$ cat src/rtl/fifo_rd_packer.sv
// fifo_rd_packer
// Read-side consumer of the async FIFO. Pops DW-bit entries while the FIFO is
// non-empty and packs RATIO of them into one wide word, lane 0 first. A flush
// request emits the current partial word with a keep mask.
//
// State | meaning
// RUN   | normal packing, reads issued while there is room in the pack register
// FLUSH | reads held off; drain in-flight byte, then emit partial word
//
// Ports
//   rdclk, rdrst      clock / synchronous active-high reset
//   empty, rden       FIFO empty flag in, read enable out (combinational)
//   rddata            FIFO data, valid the cycle after rden
//   flush             single-cycle request to emit the partial word
//   out_valid/ready   output stream handshake
//   out_data/keep     packed word and lane-valid mask
//   busy              packer holds data, has a read in flight or flush pending
//   word_cnt          accepted output words, wraps
module fifo_rd_packer #(
  parameter int DW    = 8,
  parameter int RATIO = 4,
  parameter int CW    = 16
) (
  input  logic                rdclk,
  input  logic                rdrst,
  input  logic                empty,
  output logic                rden,
  input  logic [DW-1:0]       rddata,
  input  logic                flush,
  output logic                out_valid,
  input  logic                out_ready,
  output logic [DW*RATIO-1:0] out_data,
  output logic [RATIO-1:0]    out_keep,
  output logic                busy,
  output logic [CW-1:0]       word_cnt
);

  localparam int PCW = $clog2(RATIO + 1);
  localparam int WW  = DW * RATIO;

  typedef enum logic {RUN, FLUSH} state_e;

  state_e           state_q, state_d;
  logic [WW-1:0]    pack_q, pack_d;
  logic [PCW-1:0]   pack_cnt_q, pack_cnt_d;
  logic             inflight_q, inflight_d;
  logic             out_valid_q, out_valid_d;
  logic [WW-1:0]    out_data_q, out_data_d;
  logic [RATIO-1:0] out_keep_q, out_keep_d;
  logic [CW-1:0]    word_cnt_q, word_cnt_d;

  logic             rden_c;
  logic             out_free;
  logic             xfer;
  logic             move;
  logic [RATIO-1:0] keep_mask;

  always_comb begin
    state_d     = state_q;
    pack_d      = pack_q;
    pack_cnt_d  = pack_cnt_q;
    out_valid_d = out_valid_q;
    out_data_d  = out_data_q;
    out_keep_d  = out_keep_q;
    word_cnt_d  = word_cnt_q;
    keep_mask   = '0;

    out_free = ~out_valid_q | out_ready;
    xfer     = out_valid_q & out_ready;

    // Count the in-flight byte as occupied so a read is never issued without room.
    rden_c = ~rdrst & ~empty & (state_q == RUN) &
             (({1'b0, pack_cnt_q} + {{PCW{1'b0}}, inflight_q}) < (PCW+1)'(RATIO));
    inflight_d = rden_c;

    if (inflight_q) begin
      for (int i = 0; i < RATIO; i++) begin
        if (pack_cnt_q == PCW'(i)) pack_d[i*DW +: DW] = rddata;
      end
      pack_cnt_d = pack_cnt_q + PCW'(1);
    end

    for (int i = 0; i < RATIO; i++) begin
      keep_mask[i] = (PCW'(i) < pack_cnt_q);
    end

    // A move never coincides with a capture: both move forms need inflight=0.
    move = out_free & ((pack_cnt_q == PCW'(RATIO)) |
                       ((state_q == FLUSH) & ~inflight_q));

    if (move) begin
      out_data_d  = pack_q;
      out_keep_d  = keep_mask;
      out_valid_d = 1'b1;
      pack_d      = '0;
      pack_cnt_d  = '0;
    end else if (xfer) begin
      out_valid_d = 1'b0;
    end

    if (xfer) word_cnt_d = word_cnt_q + CW'(1);

    case (state_q)
      RUN: begin
        // A full word leaving this cycle empties the packer; the flush has nothing to add.
        if (flush & (((pack_cnt_q != '0) & ~move) | inflight_q)) state_d = FLUSH;
      end
      FLUSH: begin
        if (move) state_d = RUN;
      end
      default: state_d = RUN;
    endcase
  end

  always_ff @(posedge rdclk) begin
    if (rdrst) begin
      state_q     <= RUN;
      pack_q      <= '0;
      pack_cnt_q  <= '0;
      inflight_q  <= 1'b0;
      out_valid_q <= 1'b0;
      out_data_q  <= '0;
      out_keep_q  <= '0;
      word_cnt_q  <= '0;
    end else begin
      state_q     <= state_d;
      pack_q      <= pack_d;
      pack_cnt_q  <= pack_cnt_d;
      inflight_q  <= inflight_d;
      out_valid_q <= out_valid_d;
      out_data_q  <= out_data_d;
      out_keep_q  <= out_keep_d;
      word_cnt_q  <= word_cnt_d;
    end
  end

  assign rden      = rden_c;
  assign out_valid = out_valid_q;
  assign out_data  = out_data_q;
  assign out_keep  = out_keep_q;
  assign word_cnt  = word_cnt_q;
  assign busy      = (pack_cnt_q != '0) | inflight_q | (state_q == FLUSH) | out_valid_q;

endmodule

$ cat config.mk
export PLATFORM = sky130hd
export DESIGN_NAME = fifo_rd_packer
export DESIGN_NICKNAME = d
export VERILOG_FILES = /design/src/rtl/fifo_rd_packer.sv
export SDC_FILE = /design/constraint.sdc
export NUM_CORES = 1
export LEC_CHECK = 0
export CORE_UTILIZATION = 40
export CTS_CLUSTER_SIZE = 12
export DETAILED_ROUTE_END_ITERATION = 10
export GPL_TIMING_DRIVEN = 1
export SLEW_MARGIN = 0
export SYNTH_ARGS = -nofsm -noshare
export SYNTH_HDL_FRONTEND = slang
export SYNTH_SLANG_ARGS = --single-unit
$ cat constraint.sdc
create_clock -name rdclk -period 5.3 [get_ports rdclk]
set_input_delay 1.325 -clock rdclk [delete_from_list [all_inputs] [get_ports rdclk]]
set_output_delay 1.325 -clock rdclk [all_outputs]
set_load 0.01 [all_outputs]
==> results of run 1 <==
cell families (layout without fill, tap and decap cells):
| kind of cell | after synthesis | count (layout) |
|---|---|---|
| muxes | 9 | 9 |
| xor gates and xnor gates | 15 | 15 |
| and+or+nand+nor | 189 | 189 |
| AOI/OAI and AO/OA | 72 | 72 |
| DFF | 90 | 90 |
| adders and majority gates | 4 | 4 |
| buffers and inverters | 31 | 90 |
report_power, final:
part,internal (W),switching [W]
sequential,0.000686,0.0000107
clock,0.000279,0.000247
combinational,0.0000357,0.0000585
placed cells by master (no fill, tap or decap), types with 4 or more instances in the layout:
master             n
mux2i_1            9
nand3_1           22
buf_4              5
clkbuf_8          10
a21oi_1           62
clkdlybuf4s50_1   66
ha_1               4
dfxtp_1           90
xor2_1            12
nand2_1          109
nand4_1            8
nor2_1            31
flip-flops by register name, indices dropped and copies added, names as in the netlist:
signal / cells
out_valid: 1
inflight_q: 1
pack_cnt_q: 3
pack_q: 32
out_keep: 4
state_q: 1
word_cnt: 16
out_data: 32
worst min-delay path by stage:
| stage | end |
|---|---|
| after global placement | pack_q[7]$_SDFFE_PP0P_ |
| after floorplan | out_data[10]$_SDFFE_PP0N_ |
| after global routing | out_data[19]$_SDFFE_PP0N_ |
| final | out_data[26]$_SDFFE_PP0N_ |
| after CTS | out_data[26]$_SDFFE_PP0N_ |
| after detailed placement | out_data[26]$_SDFFE_PP0N_ |
metal layers:
metal  vias up  wire length (µm)  global-route usage [%]
li1       1465                 -                       -
met1      1307              3940                    25.6
met2        48              3320                    27.9
met3        15               244                    3.11
met4         0               134                    7.58
met5         -                 0                       0
worst min-delay path, stage by stage, from the launching register on:
cell and delay [ps]:
dfxtp_1 310, nand2_1 50, a21oi_1 50
final cells by class:
type	count	area [µm²]	area share [%]
well taps	105	131	3.01
flip-flops and latches	90	1800	41.3
clock inverters	6	88.8	2.04
clock buffers	10	138	3.16
repair buffers	72	703	16.1
inverters	2	7.51	0.172
multi-input cells	289	1490	34.2
cells in the mapped netlist (all sizes together):
cell type,number,area share [%]
and2,1,0.18
a311oi,1,0.25
a21boi,1,0.33
nor2b,2,0.36
ha,4,1.4
xnor2,3,0.76
dfxtp,90,52
nand3,22,3.2
nand2b,3,0.54
or3,3,0.58
mux2i,9,2.6
a21oi,62,9.0
inv,2,0.22
nand2,109,12
xor2,12,3.0
and3,2,0.36
nor4,1,0.18
o21ai,2,0.29
a211oi,2,0.43
nor2,31,3.4
nor3,2,0.29
a31oi,3,0.54
a21bo,1,0.29
buf,22,3.9
clkbuf,7,0.76
and4,4,1.2
nand4,9,2.1
through the flow:
stage	utilization, %	area (µm²)	power (W)	worst slack [ps]	std cells
global placement	49.8	4130	0.000807	1410	558
detailed placement	49.8	4130	0.000808	1410	558
floorplan	-	3460	0.000774	2070	410
finish	52.5	4360	0.00132	1410	574
CTS	52.5	4360	0.00133	1400	574
global route	52.5	4360	0.00137	1310	574
==> key figures, run 1 <==
Run status
  – Status: finished, final reports clean

CTS
  – Clock tree buffer depth: 2
  – Post-CTS Hold Fix Bufs: 0
  – CTS tree: done
  – Clock Root Buffer: clkbuf_8
  – Worst-Skew Late Latency: between 300 and 400 ps
  – Post-CTS Setup Inserts: 0
  – Post-CTS Resized: 0
  – Clock Pin Slew Worst Setup and Hold Paths: 80 ps
  – Sink Count: 90
  – Num CTS Buffers: 9
  – H-tree depth: 3

Power
  – P per Cell Area: 302 nW/µm²
  – Leakage Power: 1.46 nW
  – Worst IR Drop VDD: 0.149 mV

Synth
  – Yosys reg bits: 90
  – Multiplexer share of the synthesized area: approximately 2.6%
  – Cells after synthesis: 410
  – Adder-cell share of the synthesized area: 1.45%
  – Synth cell types: 34
  – Post-synthesis simple-gate area fraction: 24.1%
  – Seq/Total Area, Yosys: 52.0%
  – Mapped Area: 3460 µm²
  – Combinational family with the most area after synthesis: simple AND/OR/NAND/NOR gates
  – Synthesized net count: 427
  – Syn. warnings: 0
  – Avg Cell Area, Syn: ~8.4 µm²
  – Synth Area in XOR/XNOR: under 10%
  – Post-synthesis compound-gate area fraction: 11.1%

Floorplan
  – Initial Utilization: around two fifths
  – Core footprint: 8300 µm²
  – Top Ports: slightly below 70
  – Die W: roughly 95 µm
  – Die area: 9030 µm²
  – FP Rows: 33
  – Die Y-Extent: roughly 95 µm

STA
  – RSZ-0062 raised after global routing: false
  – Hold_ws: 455 ps
  – Setup total negative slack: 0 ps
  – Fin crit share: approximately three quarters
  – Slew HR: 62.2%
  – Final setup viols: 0
  – Final hold viol count: 0
  – F_max: 257 MHz
  – Slew @ Worst Pin: 567 ps
  – Slew Viols, Final: 0
  – Post-layout min period: 3890 ps
  – Clock Skew: about 10 ps

Final layout
  – Fraction of layout cells with a size suffix above 1: 6.18%
  – # diodes: 0
  – Filler cells: a little over 800
  – Final-stage net count: just under 500
  – Area Overhead vs Synth: 25.9%

Setup path
  – Buffer and inverter count on the worst path: 2
  – Crit path depth: 5
  – Setup Crit Path Kind: in -> out
  – Startpoint types: input port
  – R2r worst-path depth: 7
  – CP Data Required Time: 3970 ps
  – Worst Setup End Kind: output pin
  – Crit path DAT: 2570 ps
  – CP max stage delay: 550 ps
  – Worst path slowest cell: clkdlybuf4s50_1
  – CP delay by family, top: buffers and inverters
  – Worst r2r src: pack_cnt_q[0]$_SDFFE_PP0P_
  – R2R setup slack: ~3000 ps
  – CP startpoint: empty
  – Reg-to-Reg End: pack_q[8]$_SDFFE_PP0P_
  – Crit-path max FO: 2
  – Most frequent CP cell: clkdlybuf4s50_1
  – Worst path cell trace: clkdlybuf4s50_1 -> nor2_1 -> nand2_1 -> a31oi_1 -> clkdlybuf4s50_1
  – Critical Path End: rden

Worst hold path
  – Hold Crit Start: out_data[26]$_SDFFE_PP0N_
  – Worst Hold Class: reg -> reg
  – Hold Crit Depth: 2

Flow run
  – Max Cap Viol: 0

Route
  – Iter 0 DRT Violations: between 90 and 100
  – DR pass1 iterations: 4
  – Vias: 2835
  – Final ANT Viol Nets: 0
  – Wire per inst: 13.3 µm
  – DRC Markers: 0
  – DR vias/cell: 4.94
  – Post-Route WL: 7640 µm

GRT
  – Antenna violations before repair: 0
  – GRT Util Overall: 18.3%
  – First-pass GRT wire length: around 13000 µm
  – GRT overflow: 0
  – Vias in the first global route: about 2600
  – Largest net degree at the start of global routing: 56

Placement
  – DP Wirelength: 5070 µm
  – RD Place Congestion: 0.744
  – I/O Buffers: 67
Note: power is estimated with default switching activity, not from simulation.
==> run 2: changes to the inputs <==
--- a/config.mk
+++ b/config.mk
@@ -9,6 +9,7 @@
 export CTS_CLUSTER_SIZE = 12
 export DETAILED_ROUTE_END_ITERATION = 10
 export GPL_TIMING_DRIVEN = 1
+export PLACE_DENSITY = 0.67
 export SLEW_MARGIN = 0
 export SYNTH_ARGS = -nofsm -noshare
 export SYNTH_HDL_FRONTEND = slang
==> constraint.sdc (replaced) <==
create_clock -name rdclk -period 3.12 [get_ports rdclk]
set_input_delay 0.78 -clock rdclk [delete_from_list [all_inputs] [get_ports rdclk]]
set_output_delay 0.78 -clock rdclk [all_outputs]
set_load 0.01 [all_outputs]
==> key figures, run 2 (synthesis gave the netlist of run 1 again) <==
Run status
  – Status: finished, final reports clean

Flow run
  – Max Cap Viol: 0 (unchanged)

GRT
  – Vias in the first global route: 2717 (+5.5%)
  – GRT overflow: 0 (unchanged)
  – Largest net degree at the start of global routing: 56 (unchanged)
  – GRT Util Overall: 18.0% (-0.32 points)
  – Antenna violations before repair: 0 (unchanged)
  – First-pass GRT wire length: 12500 µm (-0.71%)

STA
  – F_max: 357 MHz
  – Final WS setup: 322 ps (-1080 ps)
  – Final setup viols: 0 (unchanged)
  – Slew @ Worst Pin: 557 ps (-10.1 ps)
  – Clock Skew: 10.4 ps (+0.536 ps)
  – Post-layout min period: 2800 ps
  – Setup total negative slack: 0 ps (unchanged)
  – Final hold viol count: 0 (unchanged)
  – Fin crit share: between 80% and 90%
  – Slew Viols, Final: 0 (unchanged)
  – Slew HR: 62.9% (+0.67 points)
  – RSZ-0062 raised after global routing: false

Route
  – DR pass1 iterations: 4 (unchanged)
  – Post-Route WL: 7580 µm (-0.79%)
  – Wire per inst: 13.1 µm (-1.3%)
  – Final ANT Viol Nets: 0 (unchanged)
  – DRC Markers: 0 (unchanged)
  – Vias: 2887 (+1.8%)
  – Iter 0 DRT Violations: 123 (+27%)
  – DR vias/cell: 5.00 (+1.3%)

Floorplan
  – Initial Utilization: 41.7% (unchanged)
  – Die Y-Extent: 95.0 µm (unchanged)
  – Die area: 9030 µm² (unchanged)
  – Core footprint: 8300 µm² (unchanged)
  – FP Rows: 33 (unchanged)
  – Top Ports: 68 (unchanged)
  – Die W: 95.0 µm (unchanged)

CTS
  – Sink Count: 90 (unchanged)
  – Clock Root Buffer: clkbuf_8
  – Clock Pin Slew Worst Setup and Hold Paths: 80 ps (about the same)
  – Post-CTS Hold Fix Bufs: 0 (unchanged)
  – H-tree depth: 3 (unchanged)
  – Clock tree buffer depth: 2 (unchanged)
  – CTS tree: done
  – Post-CTS Setup Inserts: 0 (unchanged)
  – Worst-Skew Late Latency: 350 ps (about the same)
  – Num CTS Buffers: 9 (unchanged)
  – Post-CTS Resized: 0 (unchanged)

Placement
  – RD Place Congestion: 0.788 (+6.0%)
  – I/O Buffers: 67 (unchanged)
  – Post-Place Worst Slack: 313 ps (-1100 ps)
  – DP Wirelength: 5240 µm (+3.3%)

Final layout
  – Area Overhead vs Synth: 26.0% (about the same)
  – Commonest cells after routing, fill and taps aside: 109 x nand2_1, 90 x dfxtp_1, 66 x clkdlybuf4s50_1, 62 x a21oi_1, 31 x nor2_1
  – Final-stage net count: 485 (+0.83%)
  – # diodes: 0 (unchanged)
  – Fraction of layout cells with a size suffix above 1: 6.36% (+0.17 points)
  – Commonest non-fill, non-tap cell in the layout: nand2_1
  – Post-Route Utilization: 52.6% (about the same)

Power
  – Leakage Power: 1.47 nW (+0.86%)
  – Final total power: 0.00212 W (+61%)
  – Worst IR Drop VDD: 0.234 mV (+57%)
  – P per Cell Area: 486 nW/µm² (+61%)

Setup path
  – Worst path cell trace: clkdlybuf4s50_1 -> nor2_1 -> nand2_1 -> a31oi_1 -> clkdlybuf4s50_1
  – CP delay by family, top: buffers and inverters
  – CP startpoint: empty
  – Reg-to-Reg End: out_keep[0]$_SDFFE_PP0N_
  – Setup Crit Path Kind: in -> out
  – Most frequent CP cell: clkdlybuf4s50_1
  – CP Data Required Time: 2340 ps (-1630 ps)
  – Worst r2r src: pack_cnt_q[0]$_SDFFE_PP0P_
  – Buffer and inverter count on the worst path: 2 (unchanged)
  – Startpoint types: input port
  – Crit path DAT: 2020 ps (-550 ps)
  – Crit path depth: 5 (unchanged)
  – Critical Path End: rden
  – CP max stage delay: 550 ps (about the same)
  – Worst Setup End Kind: output pin
  – Crit-path max FO: 2 (unchanged)
  – R2r worst-path depth: 8 (+1)
  – Worst path slowest cell: clkdlybuf4s50_1
  – R2R setup slack: 1280 ps (-1690 ps)

Worst hold path
  – Worst Hold Class: reg -> reg
run 2: cell count changes in the layout (fill, tap and decap cells not counted), sizes merged:
cell	previous run	this run
clkinvlp	2	0
clkinv	1	2
bufinv	2	1
inv	3	2
buf	6	10
clkbuf	10	12
run 2: tightest hold or removal path, delay by kind of cell (launching register included):
kind	cells	cell delay [ps]
AO/OA/AOI/OAI	1	50
AND/OR/NAND/NOR	1	50
flip-flops	1	310
run 2: layer usage:
layer  routed length, µm  global-route usage [%]  vias up  share of wire [%]
li1                    -                       -     1475                  -
met5                   0                       0        -                  0
met3                 410                    4.70        8                5.4
met2                3440                    29.3       67                 45
met4                  92                    6.44        0                1.2
met1                3640                    22.9     1337                 48
run 2: worst min-delay path by stage:
stage,from,to,slack [ps],cells after the start
6_report,out_data[30]$_SDFFE_PP0N_,out_data[30]$_SDFFE_PP0N_,460,2
5_1_grt,pack_q[23]$_SDFFE_PP0P_,out_data[23]$_SDFFE_PP0N_,470,2
4_1_cts,out_data[24]$_SDFFE_PP0N_,out_data[24]$_SDFFE_PP0N_,460,2
3_5_place_dp,pack_q[8]$_SDFFE_PP0P_,out_data[8]$_SDFFE_PP0N_,450,2
3_3_place_gp,pack_q[0]$_SDFFE_PP0P_,pack_q[0]$_SDFFE_PP0P_,450,2
2_1_floorplan,pack_q[10]$_SDFFE_PP0P_,out_data[10]$_SDFFE_PP0N_,430,2
run 2: area by class of cell:
class / count / area [µm²]
fillers: 789 / 3940
flip-flops and latches: 90 / 1800
multi-input cells: 289 / 1490
repair buffers: 76 / 746
clock buffers: 12 / 145
well taps: 105 / 131
clock inverters: 3 / 40.0
inverters: 2 / 7.51
run 2: where the power goes:
| part | leakage (nW) | switching (W) | internal [W] | total [W] |
|---|---|---|---|---|
| clock network | 0.0962 | 0.000381 | 0.000386 | 0.000767 |
| logic | 0.648 | 0.000104 | 0.0000685 | 0.000173 |
| registers | 0.726 | 0.0000142 | 0.00117 | 0.00118 |
| total | 1.47 | 0.000499 | 0.00162 | 0.00212 |
run 2: metrics by stage:
step	area [µm²]	cells	hold slack (ps)
after floorplan	3460	410	431
after CTS	4360	577	458
after detailed placement	4180	562	447
final	4360	577	456
after global placement	4180	562	446
after global routing	4360	577	472
